===== config.mk =====
export PLATFORM = sky130hd
export DESIGN_NAME = ask_demodulator
export DESIGN_NICKNAME = d
export VERILOG_FILES = /design/src/rtl/ask_demodulator.sv
export SDC_FILE = /design/constraint.sdc
export NUM_CORES = 1
export LEC_CHECK = 0
export ABC_AREA = 0
export CAP_MARGIN = 20
export CELL_PAD_IN_SITES_DETAIL_PLACEMENT = 1
export CELL_PAD_IN_SITES_GLOBAL_PLACEMENT = 1
export CORE_MARGIN = 5
export CORE_UTILIZATION = 47
export CTS_CLUSTER_DIAMETER = 80
export DETAILED_ROUTE_END_ITERATION = 10
export PLACE_DENSITY = 0.9
export SYNTH_ARGS = -nofsm -noshare
export SYNTH_HDL_FRONTEND = slang
export SYNTH_SLANG_ARGS = --single-unit

===== constraint.sdc =====
create_clock -name clk -period 7.5 [get_ports clk]
set_clock_uncertainty 0.1 [all_clocks]
set_input_delay 0.75 -clock clk [delete_from_list [all_inputs] [get_ports clk]]
set_output_delay 0.75 -clock clk [all_outputs]
set_load 0.02 [all_outputs]

===== src/rtl/ask_demodulator.sv =====
// ASK receiver: majority-votes the carrier activity in each bit window of a 1 + 5-bit frame.
// Optional `ASK_DEMOD_STOP_CHECK_EN adds a trailing no-carrier STOP window check before accepting.
module ask_demodulator #(
    parameter int THRESH   = 16,
    parameter int MIDLEVEL = 128
) (
    input  logic       clk,
    input  logic       rst,
    input  logic [7:0] dataIn,
    input  logic [2:0] cnt,
    input  logic       en,
    output logic [4:0] message,
    output logic       msgValid,
    output logic       busy,
    output logic       frameErr
);

    typedef enum logic [2:0] {
        IDLE,
        START,
        DATA,
        DONE,
        STOP
    } state_t;

    localparam logic [8:0] ACT_HI = 9'(MIDLEVEL + THRESH);
    localparam logic [8:0] MID9   = 9'(MIDLEVEL);
    localparam logic [8:0] THR9   = 9'(THRESH);

    state_t     state;
    logic [8:0] t_lat;
    logic [7:0] win_cnt;
    logic [8:0] act_cnt;
    logic [2:0] bit_idx;
    logic [4:0] sh_reg;
    logic       err_pend;
`ifdef ASK_DEMOD_STOP_CHECK_EN
    logic [4:0] hold_reg;
`endif

    logic       act;
    logic [8:0] act_next;
    logic [8:0] t_sel;
    logic       win_end;
    logic       win_bit;

    // Window decision: carrier present for at least half of the T samples.
    function automatic logic majority(input logic [8:0] acts, input logic [8:0] t);
        return {acts, 1'b0} >= {1'b0, t};
    endfunction

    // Low-side test adds THRESH to the sample rather than subtracting it from the
    // midpoint, so no operand can wrap below zero.
    assign act      = ({1'b0, dataIn} >= ACT_HI) || (({1'b0, dataIn} + THR9) <= MID9);
    assign act_next = act_cnt + {8'd0, act};
    assign t_sel    = 9'd256 - {1'b0, cnt, 5'b00000};
    assign win_end  = ({1'b0, win_cnt} == (t_lat - 9'd1));
    assign win_bit  = majority(act_next, t_lat);
    assign busy     = (state != IDLE);

    always_ff @(posedge clk) begin
        if (rst) begin
            state     <= IDLE;
            t_lat     <= 9'd0;
            win_cnt   <= 8'd0;
            act_cnt   <= 9'd0;
            bit_idx   <= 3'd0;
            err_pend  <= 1'b0;
            message   <= 5'd0;
            msgValid  <= 1'b0;
            frameErr  <= 1'b0;
        end else begin
            msgValid <= 1'b0;
            err_pend <= 1'b0;
            // A failed start window reports one cycle late so frameErr lands T clocks after the trigger.
            frameErr <= err_pend;
            if (!en) begin
                state <= IDLE;
            end else begin
                case (state)
                    IDLE: begin
                        if (act) begin
                            // Triggering sample is sample 0 of the start window.
                            t_lat   <= t_sel;
                            win_cnt <= 8'd1;
                            act_cnt <= 9'd1;
                            state   <= START;
                        end
                    end
                    START: begin
                        if (win_end) begin
                            win_cnt <= 8'd0;
                            act_cnt <= 9'd0;
                            if (win_bit) begin
                                bit_idx <= 3'd4;
                                state   <= DATA;
                            end else begin
                                err_pend <= 1'b1;
                                state    <= IDLE;
                            end
                        end else begin
                            win_cnt <= win_cnt + 8'd1;
                            act_cnt <= act_next;
                        end
                    end
                    DATA: begin
                        if (win_end) begin
                            win_cnt <= 8'd0;
                            act_cnt <= 9'd0;
                            sh_reg  <= {sh_reg[3:0], win_bit};
                            if (bit_idx == 3'd0) begin
                                state <= DONE;
                            end else begin
                                bit_idx <= bit_idx - 3'd1;
                            end
                        end else begin
                            win_cnt <= win_cnt + 8'd1;
                            act_cnt <= act_next;
                        end
                    end
                    DONE: begin
`ifdef ASK_DEMOD_STOP_CHECK_EN
                        hold_reg <= sh_reg;
                        win_cnt  <= 8'd0;
                        act_cnt  <= 9'd0;
                        state    <= STOP;
`else
                        message  <= sh_reg;
                        msgValid <= 1'b1;
                        state    <= IDLE;
`endif
                    end
`ifdef ASK_DEMOD_STOP_CHECK_EN
                    STOP: begin
                        if (win_end) begin
                            win_cnt <= 8'd0;
                            act_cnt <= 9'd0;
                            if (!win_bit) begin
                                message  <= hold_reg;
                                msgValid <= 1'b1;
                            end else begin
                                frameErr <= 1'b1;
                            end
                            state <= IDLE;
                        end else begin
                            win_cnt <= win_cnt + 8'd1;
                            act_cnt <= act_next;
                        end
                    end
`endif
                    default: state <= IDLE;
                endcase
            end
        end
    end

endmodule


# ---- Word-level counts from Yosys, hierarchy flattened
# Cells that the tools add are included.
dict set report classes {
  addsub 6
  n_lt_le_gt_ge 3
  eq_ne 10
  n_mux 19
  n_bitwise 4
  reduce_logical 15
}
# operator n
set op_table {}
lappend op_table {{3-bit two-way mux} 8}
lappend op_table {{9-bit two-way mux} 2}
lappend op_table {{9-bit case mux with 2 select lines} 1}
lappend op_table {{8-bit two-way mux} 2}
lappend op_table {{8-bit case mux with 2 select lines} 1}
lappend op_table {{2-bit != test (second input constant)} 6}
lappend op_table {{10-bit by 9-bit greater-or-equal comparator with 1-bit output} 1}
lappend op_table {{8-bit by 5-bit adder with 9-bit output (second input constant)} 1}
lappend op_table {{9-bit by 1-bit adder with 9-bit output} 1}
lappend op_table {{8-bit by 9-bit == test with 1-bit output} 1}
lappend op_table {{9-bit by 8-bit <= comparator with 1-bit output (second input constant)} 1}
lappend op_table {{3-bit case mux with 3 select lines} 1}
lappend op_table {{9-bit by 1-bit subtractor with 9-bit output (second input constant)} 1}
lappend op_table {{9-bit by 8-bit subtractor with 9-bit output (first input constant)} 1}
lappend op_table {{8-bit by 1-bit adder with 8-bit output (second input constant)} 1}
lappend op_table {{8-bit greater-or-equal comparator (second input constant)} 1}
lappend op_table {{4-bit AND reduction} 2}
lappend op_table {{3-bit by 2-bit == test with 1-bit output (second input constant)} 2}
lappend op_table {{3-bit logical NOT} 2}
lappend op_table {{3-bit case mux with 2 select lines} 1}
lappend op_table {{3-bit AND reduction} 2}
lappend op_table {{6-bit AND reduction} 1}
lappend op_table {{1-bit inverter} 4}
lappend op_table {{2-bit nonzero test} 2}
lappend op_table {{9 further kinds} 11}
dict set report totals {
  ff_bits 45
  input_bits 14
  output_inout_bits 8
  wordCells 67
}

# ---- Depth between registers and ports, before layout
# Gate-level depths: netlist of the first run.
dict set report depth {
  depth_word 8
  mapped_depth 14
  depth_no_buf 13
}

# ---- Worst setup path after synthesis of the first run
# OpenSTA, ideal clock, no wires.
dict set report synth_path {
  path_kind {input-to-reg}
  from {in dataIn[6]}
  to {reg bit_idx[2]}
  setup_time_ps 119
  arrival_time_ps 3717
  required_time_ps 7281
  path_slack_ps 3565
  path_stages 14
  n_path_buf 1
  cell_sequence {or4b_1 > o21a_1 > ha_1 > ha_1 > and3_1 > buf_4 > nand3_1 > xnor2_1 > ha_1 > a21oi_1 > a21boi_0 > a2111oi_4 > a2111oi_2 > o221a_1}
}
dict set report synth_via {
  elab_chain_cells 7
  elab_cells_between_ends 8
  cone_classes {add/sub: 2; order compare: 3; eq/ne: 1; reduce/logical: 2}
}
# element line_no
set synth_lines {}
lappend synth_lines {{start, declared} 9} ;# input logic [7:0] dataIn,
lappend synth_lines {{8-bit by 5-bit adder with 9-bit output} 54} ;# assign act = ({1'b0, dataIn} >= ACT_HI) || (({1'b0, dataIn} + THR9) <= MID9);
lappend synth_lines {{9-bit by 8-bit <= comparator with 1-bit output} 54}
lappend synth_lines {{1-bit logical OR *} 54}
lappend synth_lines {{9-bit by 1-bit adder with 9-bit output *} 55} ;# assign act_next = act_cnt + {8'd0, act};
lappend synth_lines {{10-bit by 9-bit greater-or-equal comparator with 1-bit output *} 49} ;# return {acts, 1'b0} >= {1'b0, t};
lappend synth_lines {{2-bit != test (no line) *} n/a}
lappend synth_lines {{6-bit AND reduction (no line) *} n/a}
lappend synth_lines {{end signal, assigned} 114} ;# bit_idx <= bit_idx - 3'd1;
lappend synth_lines {{end, declared} 34} ;# logic [2:0] bit_idx;
# Every way passes the cells marked *; elsewhere a longest branch is shown, timed or not.
# A chain may end at the register's enable or synchronous reset.

# ---- Final worst setup path of the first run
dict set report layout_path {
  from {in dataIn[0]}
  to {reg err_pend}
}
dict set report layout_via {
  elab_chain_cells 6
  elab_cells_between_ends 7
  cone_classes {add/sub: 2; order compare: 3; mux: 1; reduce/logical: 1}
}
# element line_no
set layout_lines {}
lappend layout_lines {{8-bit by 5-bit adder with 9-bit output} 54}
lappend layout_lines {{9-bit by 8-bit <= comparator with 1-bit output} 54}
lappend layout_lines {{1-bit logical OR *} 54}
lappend layout_lines {{9-bit by 1-bit adder with 9-bit output *} 55}
lappend layout_lines {{10-bit by 9-bit greater-or-equal comparator with 1-bit output *} 49}
lappend layout_lines {{named net win_bit} 45} ;# logic win_bit;
lappend layout_lines {{1-bit two-way mux *} 94} ;# if (win_bit) begin
lappend layout_lines {{end signal, assigned} 68} ;# err_pend <= 1'b0;
lappend layout_lines {{end signal, assigned} 74} ;# err_pend <= 1'b0;
lappend layout_lines {{end signal, assigned} 98} ;# err_pend <= 1'b1;
lappend layout_lines {{end, declared} 36} ;# logic err_pend;
# Mark *: on every way through the listed nets, which the timed path passes. The rest lies on a longest branch.

==> flow_summary.rst, run 1 <==
.. list-table::
   :header-rows: 1

   * - Metric
     - Value
   * - Flip-flop count of the largest register, all copies and words added
     - 9
   * - Number of vias after detailed routing
     - 1854
   * - ANT nets after route
     - 0
   * - Most frequently used flop master after synthesis
     - dfxtp_1
   * - Count of buffers inserted at the top-level ports
     - 21
   * - Kind of critical path
     - in -> reg
   * - Register bit count reported by yosys
     - 39
   * - Die width
     - 79.2 microns
   * - Final Setup Violations
     - 0
   * - TritonRoute pass-1 iters
     - 4
   * - Antenna violations before repair
     - 0
   * - Maximum number of pins on one net before global-route repair
     - 31
   * - All-layer global routing usage
     - 18.2%
   * - Quantity of gates resized following cts
     - 0
   * - Area Growth Syn to Fin
     - 14.9%
   * - Type of the most critical hold path
     - reg -> reg
   * - Placed wire-length estimate after detailed placement
     - 3.84 mm
   * - Number of nets in the finished design
     - 289
   * - Type of destination of the critical path
     - flop
   * - Outcome
     - finished clean
   * - Most common library cell in the layout ignoring fill and taps
     - dfxtp_1
   * - Asr flop ratio synth
     - 0%
   * - Die area
     - 0.00627 sq mm
   * - Synthesized netlist net count
     - 271
   * - Series of cell instances along the critical path
     - clkdlybuf4s50_1 -> nor4_1 -> o21a_1 -> ha_1 -> ha_1 -> and3_1 -> nand3_1 -> xnor2_1 -> ha_1 -> a21oi_1 -> a21boi_0 -> a2111oi_4 -> inv_1 -> nor3_1
   * - Unrepaired setup endpoints after global routing
     - no
   * - Lkg Pwr
     - 0.918 nW
   * - Final critical-path share of the clock period
     - 57.8%
   * - Number of standard cells in the layout, taps in and fillers out
     - 315
   * - Sum of routed wire length over all layers
     - 5.30 mm
   * - Avg Cell Area, Syn
     - 9.29 sq um
   * - Number of design rule violations left after detail routing
     - 0
   * - Final Total Pwr
     - 0.465 mW
   * - Commonest cells after routing, fill and taps aside
     - dfxtp_1 (34), nand2_1 (22), clkdlybuf4s50_1 (21), a21oi_1 (16), nor3_1 (16)
   * - Kind of start point of the critical path
     - input port
   * - Setup crit start
     - dataIn[0]
   * - Initial core utilization
     - 47.9%
   * - Max_cap viols
     - 0
   * - Final std cell area, no fill
     - 0.00258 sq mm
   * - Share of synthesized area occupied by flip-flops and latches
     - 37.0%
   * - Final core utilization
     - 55.1%
   * - Maximum clock insertion buffer count
     - 2
   * - Worst EP required
     - 7.60 ns
   * - Post-CTS setup buffers
     - 0
   * - Maximum ir drop on the vdd rail
     - 102 uV
   * - Sink count of the clock tree
     - 39
   * - # IOs
     - 22
   * - Post-Synthesis Cell Area
     - 0.00225 sq mm
   * - Setup TNS
     - 0 ns
   * - Total cell area at the placement stage
     - 0.00246 sq mm
   * - Top register by number of flip-flops
     - act_cnt
   * - Clock tree root driver cell
     - clkbuf_8
   * - Diodes inserted
     - 0
   * - Startpoint of the worst register-to-register path
     - act_cnt[0]
   * - Synth Instances
     - 242
   * - Number of cells in the design after placement
     - 306
   * - Worst Hold Launch
     - err_pend
   * - Measured slew at the worst slew-check pin
     - 0.959 ns
   * - Number of violations reported at the end of detailed-routing iteration 0
     - 50
   * - CTS H-Tree Depth
     - 2
   * - CTS clock-pin slew for the worst setup and hold paths
     - 0.08 ns
   * - Routability cong.
     - 0.869
   * - Number of distinct library cells after synthesis
     - 53
   * - Mean number of vias per cell
     - 5.89
   * - Crit-path max cell delay
     - 0.52 ns
   * - TritonCTS clock tree
     - done
   * - Leftover overflow at the end of global routing
     - 0
   * - Total buffers and inverters traversed by the critical path
     - 2
   * - Top flop regs
     - act_cnt: 9 flops, win_cnt: 8 flops
   * - Highest clock rate
     - 231 MHz
   * - Worst slew slack as a fraction of its limit
     - 35.8%
   * - Final number of max-transition violations
     - 0
   * - Number of global-route vias before repair
     - 1908
   * - Inserted Clock Buffers
     - 5
   * - Detailed-route wire length per cell
     - 16.8 microns
   * - Data arrival time of the worst path
     - 4.43 ns
   * - # rows
     - 25
   * - Cell area power density
     - 180 mW/mm^2
   * - Number of enable flip-flop cells after synthesis
     - 5
   * - Layout cell share with drive strength beyond 1
     - 7.28%
   * - Warnings from Yosys
     - 0
   * - First-pass GRT wire length
     - 9.07 mm
   * - Hold bufs inserted after CTS
     - 0
   * - Overall die height
     - 79.2 microns
   * - Total count of hold-check failures in the final report
     - 0
   * - Core region area
     - 0.00469 sq mm
   * - Most used cell, CP
     - ha_1
   * - CP max FO
     - 6
   * - Clk Latency, worst-skew pair
     - 0.30 ns
   * - Min cycle time layout
     - 4.34 ns
   * - Largest delay contributor family on the critical path
     - simple AND/OR/NAND/NOR gates
   * - Slowest cell on the critical path
     - a2111oi_4
[through the flow]
step / setup WS (ns) / hold WS (ns)
floorplan: 3.56 / 0.314
detailed placement: 2.87 / 0.336
global route: 2.84 / 0.368
global placement: 2.99 / 0.321
CTS: 3.15 / 0.355
finish: 3.16 / 0.348
[worst paths after layout]
path | cells after the start | slack [ns] | end
setup / recovery | 14 | 3.16 | err_pend
hold / removal | 1 | 0.35 | frameErr
setup reg to reg | 11 | 4.37 | err_pend
hold reg to reg | 1 | 0.35 | frameErr
[routing by layer]
metal | global-route usage (%) | up-vias | wire length [microns]
met1 | 21.9 | 914 | 2430
met2 | 32.5 | 26 | 2660
met3 | 3.40 | 9 | 127
li1 | - | 905 | -
met5 | 0 | - | 0
met4 | 5.67 | 0 | 84
[cell families after synthesis]
family	share of synthesized area, %
flops	37.0
fa+ha+maj	8.35
simple gates	21.0
mux	1.78
xor+xnor	7.79
compound gates	18.8
buf+inv	5.29
[cell type report]
| class | count | area, sq um |
|---|---|---|
| multi-input cells | 178 | 1300 |
| clock buffers | 5 | 68.8 |
| well taps | 54 | 67.6 |
| flip-flops and latches | 39 | 831 |
| fillers | 548 | 2110 |
| clock inverters | 3 | 43.8 |
| repair buffers | 22 | 221 |
| inverters | 14 | 52.6 |
[power by group]
| group | switching, mW | leakage (nW) | internal [mW] |
|---|---|---|---|
| Clock | 0.0774 | 0.0581 | 0.0991 |
| Combinational | 0.0413 | 0.540 | 0.0276 |
| Sequential | 0.00455 | 0.320 | 0.215 |
| Total | 0.123 | 0.918 | 0.342 |
[synthesized netlist by cell type, types with 2 or more instances]
cell type	instances	area share (%)
xor2_1	10	3.9
xnor2_1	10	3.9
a211oi_1	2	0.67
and2_1	2	0.56
dfxtp_1	34	30
nand2_1	22	3.7
buf_6	2	1.0
o21ai_0	8	1.8
nand3_1	11	2.4
edfxtp_1	5	6.7
clkbuf_1	4	0.67
ha_1	15	8.3
and4_1	2	0.78
nand2b_1	3	0.83
buf_2	2	0.45
nor3_1	16	3.6
a21oi_1	16	3.6
or3_1	2	0.56
mux2i_1	4	1.8
or4_1	2	0.67
buf_4	2	0.67
a311oi_1	2	0.78
a21boi_0	3	1.0
nand4_1	2	0.56
nor2_1	7	1.2
inv_1	14	2.3
nor2b_1	3	0.83
o211ai_1	4	1.3
and3_1	5	1.4
nand4b_1	3	1.2
a2111oi_4	3	3.7
Note: power is estimated with default switching activity, not from simulation.
==> run 2: changes to the inputs <==
--- a/config.mk
+++ b/config.mk
@@ -10,10 +10,10 @@
 export CELL_PAD_IN_SITES_DETAIL_PLACEMENT = 1
 export CELL_PAD_IN_SITES_GLOBAL_PLACEMENT = 1
 export CORE_MARGIN = 5
-export CORE_UTILIZATION = 47
+export CORE_UTILIZATION = 44
 export CTS_CLUSTER_DIAMETER = 80
 export DETAILED_ROUTE_END_ITERATION = 10
-export PLACE_DENSITY = 0.9
+export PLACE_DENSITY = 0.86
 export SYNTH_ARGS = -nofsm -noshare
 export SYNTH_HDL_FRONTEND = slang
 export SYNTH_SLANG_ARGS = --single-unit
==> constraint.sdc (replaced) <==
create_clock -name clk -period 4.3 [get_ports clk]
set_clock_uncertainty 0.1 [all_clocks]
set_input_delay 0.43 -clock clk [delete_from_list [all_inputs] [get_ports clk]]
set_output_delay 0.43 -clock clk [all_outputs]
set_load 0.02 [all_outputs]
==> run 2 against run 1 <==
  * Non-clock buffer count unchanged
  * Core utilization decreased by 3.5 points
  * Count of clock-buffer cells in the layout unchanged
  * Register-to-register slack got worse by 3.2 ns
  * Die area increased by 5.9%
  * Sequential power increased by 74%
  * Hold slack improved by 0.0023 ns
  * Via count decreased by 0.16%
==> flow_summary.rst, run 2 (synthesis gave the netlist of run 1 again) <==
.. list-table::
   :header-rows: 1

   * - Metric
     - Value
   * - Outcome
     - finished clean
   * - Placed wire-length estimate after detailed placement
     - 4.17 mm
   * - Inserted Clock Buffers
     - 5
   * - Flip-flop count of the largest register, all copies and words added
     - 9
   * - Lkg Pwr
     - 0.914 nW
   * - Quantity of gates resized following cts
     - 0
   * - Number of vias after detailed routing
     - 1851
   * - All-layer global routing usage
     - 18.6%
   * - Final critical-path share of the clock period
     - 94.3%
   * - TritonRoute pass-1 iters
     - 4
   * - Number of nets in the finished design
     - 289
   * - Clk Latency, worst-skew pair
     - 0.29 ns
   * - Initial core utilization
     - 44.6%
   * - Reported net switching power
     - 0.209 mW
   * - Core region area
     - 0.00504 sq mm
   * - Measured slew at the worst slew-check pin
     - 0.919 ns
   * - Area Growth Syn to Fin
     - 15.7%
   * - Setup TNS
     - 0 ns
   * - Clock tree root driver cell
     - clkbuf_8
   * - Combinational Power Share
     - 15.0%
   * - Overall die height
     - 81.5 microns
   * - CP max FO
     - 6
   * - Switch share
     - 26.1%
   * - Diodes inserted
     - 0
   * - Count of buffers inserted at the top-level ports
     - 21
   * - Max_cap viols
     - 0
   * - Sum of routed wire length over all layers
     - 5.47 mm
   * - Total count of hold-check failures in the final report
     - 0
   * - TritonCTS clock tree
     - done
   * - Commonest cells after routing, fill and taps aside
     - dfxtp_1 (34), nand2_1 (22), clkdlybuf4s50_1 (21), a21oi_1 (16), nor3_1 (16)
   * - Final number of max-transition violations
     - 0
   * - Sequential share of power
     - 47.7%
   * - Kind of start point of the critical path
     - input port
   * - Worst Setup Slack post-DPL
     - -0.167 ns
   * - Final Total Pwr
     - 0.802 mW
   * - Most common library cell in the layout ignoring fill and taps
     - dfxtp_1
   * - Final Setup Violations
     - 0
   * - # IOs
     - 22
   * - Worst Setup EP
     - bit_idx[2]
   * - Maximum number of pins on one net before global-route repair
     - 30
   * - Cell area power density
     - 308 mW/mm^2
   * - CTS H-Tree Depth
     - 2
   * - Number of violations reported at the end of detailed-routing iteration 0
     - 51
   * - Setup slack of the critical path after layout
     - 0.245 ns
   * - Multi-input gate area in the final layout
     - 0.00131 sq mm
   * - CTS clock-pin slew for the worst setup and hold paths
     - 0.08 ns
   * - Final std cell area, no fill
     - 0.00260 sq mm
   * - Maximum clock insertion buffer count
     - 2
   * - Number of design rule violations left after detail routing
     - 0
   * - Routability cong.
     - 0.793
   * - Sequential Area
     - 831 sq um
   * - Type of destination of the critical path
     - flop
   * - Die width
     - 81.5 microns
   * - Layout filler cell count
     - 575
   * - Layout cell share with drive strength beyond 1
     - 7.28%
   * - Type of the most critical hold path
     - reg -> reg
   * - Antenna violations before repair
     - 0
   * - Die area
     - 0.00664 sq mm
   * - # rows
     - 26
   * - Number of standard cells in the layout, taps in and fillers out
     - 331
   * - Detailed-route wire length per cell
     - 16.5 microns
   * - Startpoint of the worst register-to-register path
     - act_cnt[0]
   * - Number of global-route vias before repair
     - 2019
   * - ANT nets after route
     - 0
   * - Top register by number of flip-flops
     - act_cnt
   * - Highest clock rate
     - 247 MHz
   * - Hold bufs inserted after CTS
     - 0
   * - Sink count of the clock tree
     - 39
   * - Maximum ir drop on the vdd rail
     - 193 uV
   * - Portion of total power attributed to the clock network
     - 37.3%
   * - Setup crit start
     - dataIn[6]
   * - Mean number of vias per cell
     - 5.59
   * - Number of cells in the design after placement
     - 323
   * - Top flop regs
     - act_cnt: 9 flops, win_cnt: 8 flops
   * - Endpoint of the lowest-slack register-to-register path
     - bit_idx[2]
   * - Data arrival time of the worst path
     - 4.14 ns
   * - Total cell area at the placement stage
     - 0.00249 sq mm
   * - Leftover overflow at the end of global routing
     - 0
   * - Worst EP required
     - 4.39 ns
   * - Kind of critical path
     - in -> reg
   * - Internal power
     - 0.593 mW
   * - Min cycle time layout
     - 4.06 ns
   * - Worst slew slack as a fraction of its limit
     - 38.4%
   * - Worst Reg-to-Reg Cells
     - 11
   * - Unrepaired setup endpoints after global routing
     - no
   * - Post-CTS setup buffers
     - 0
   * - Reg-to-reg slack, setup
     - 1.19 ns
   * - First-pass GRT wire length
     - 9.54 mm
run 2: area by class of cell:
| type | instances | share of cell area (%) |
|---|---|---|
| clock buffers | 5 | 2.65 |
| clock inverters | 3 | 1.49 |
| inverters | 14 | 2.02 |
| multi-input cells | 178 | 50.2 |
| flip-flops and latches | 39 | 31.9 |
| well taps | 70 | 3.37 |
| repair buffers | 22 | 8.37 |
run 2: how the worst min path moves through the flow:
stage | slack (ns) | cells after the start | endpoint | startpoint
after floorplan | 0.31 | 1 | frameErr | err_pend
after global placement | 0.33 | 1 | frameErr | err_pend
after detailed placement | 0.34 | 0 | sh_reg[3] | sh_reg[2]
after CTS | 0.35 | 0 | sh_reg[3] | sh_reg[2]
after global routing | 0.37 | 0 | sh_reg[4] | sh_reg[3]
final | 0.35 | 1 | frameErr | err_pend
run 2: routing by layer:
layer,up-vias,wire (microns),track usage [%]
met3,6,117,3.62
li1,910,-,-
met1,919,2380,21.8
met4,0,66,5.57
met5,-,0,0
met2,16,2910,34.0
run 2: critical path, stage by stage:
cell and delay, ns:
clkdlybuf4s50_1 0.42, or4b_1 0.59, o21a_1 0.20, ha_1 0.25, ha_1 0.23, and3_1 0.27
nand3_1 0.14, xnor2_1 0.14, ha_1 0.29, a21oi_1 0.14, a21boi_0 0.15, a2111oi_4 0.52
a2111oi_2 0.14, o221a_1 0.24
run 2: power groups by stage:
| stage | Combinational, mW | Sequential, mW | Clock, mW |
|---|---|---|---|
| floorplan | 0.0858 | 0.388 | 0 |
| CTS | 0.121 | 0.382 | 0.308 |
| global placement | 0.116 | 0.390 | 0 |
| detailed placement | 0.120 | 0.391 | 0 |
| finish | 0.121 | 0.382 | 0.299 |
| global route | 0.135 | 0.384 | 0.325 |
run 2: per-stage QoR:
step                hold WS (ns)  utilization, %
global route               0.374            51.6
finish                     0.350            51.6
CTS                        0.355            51.5
floorplan                  0.314               -
detailed placement         0.336            49.3
global placement           0.328            49.3
==> run 3: changes to the inputs <==
--- a/config.mk
+++ b/config.mk
@@ -12,6 +12,7 @@
 export CORE_MARGIN = 5
 export CORE_UTILIZATION = 44
 export CTS_CLUSTER_DIAMETER = 80
+export CTS_CLUSTER_SIZE = 20
 export DETAILED_ROUTE_END_ITERATION = 10
 export PLACE_DENSITY = 0.86
 export SYNTH_ARGS = -nofsm -noshare
==> results of run 3 <==
Final layout, timing and power as in run 2 (identical DEF).
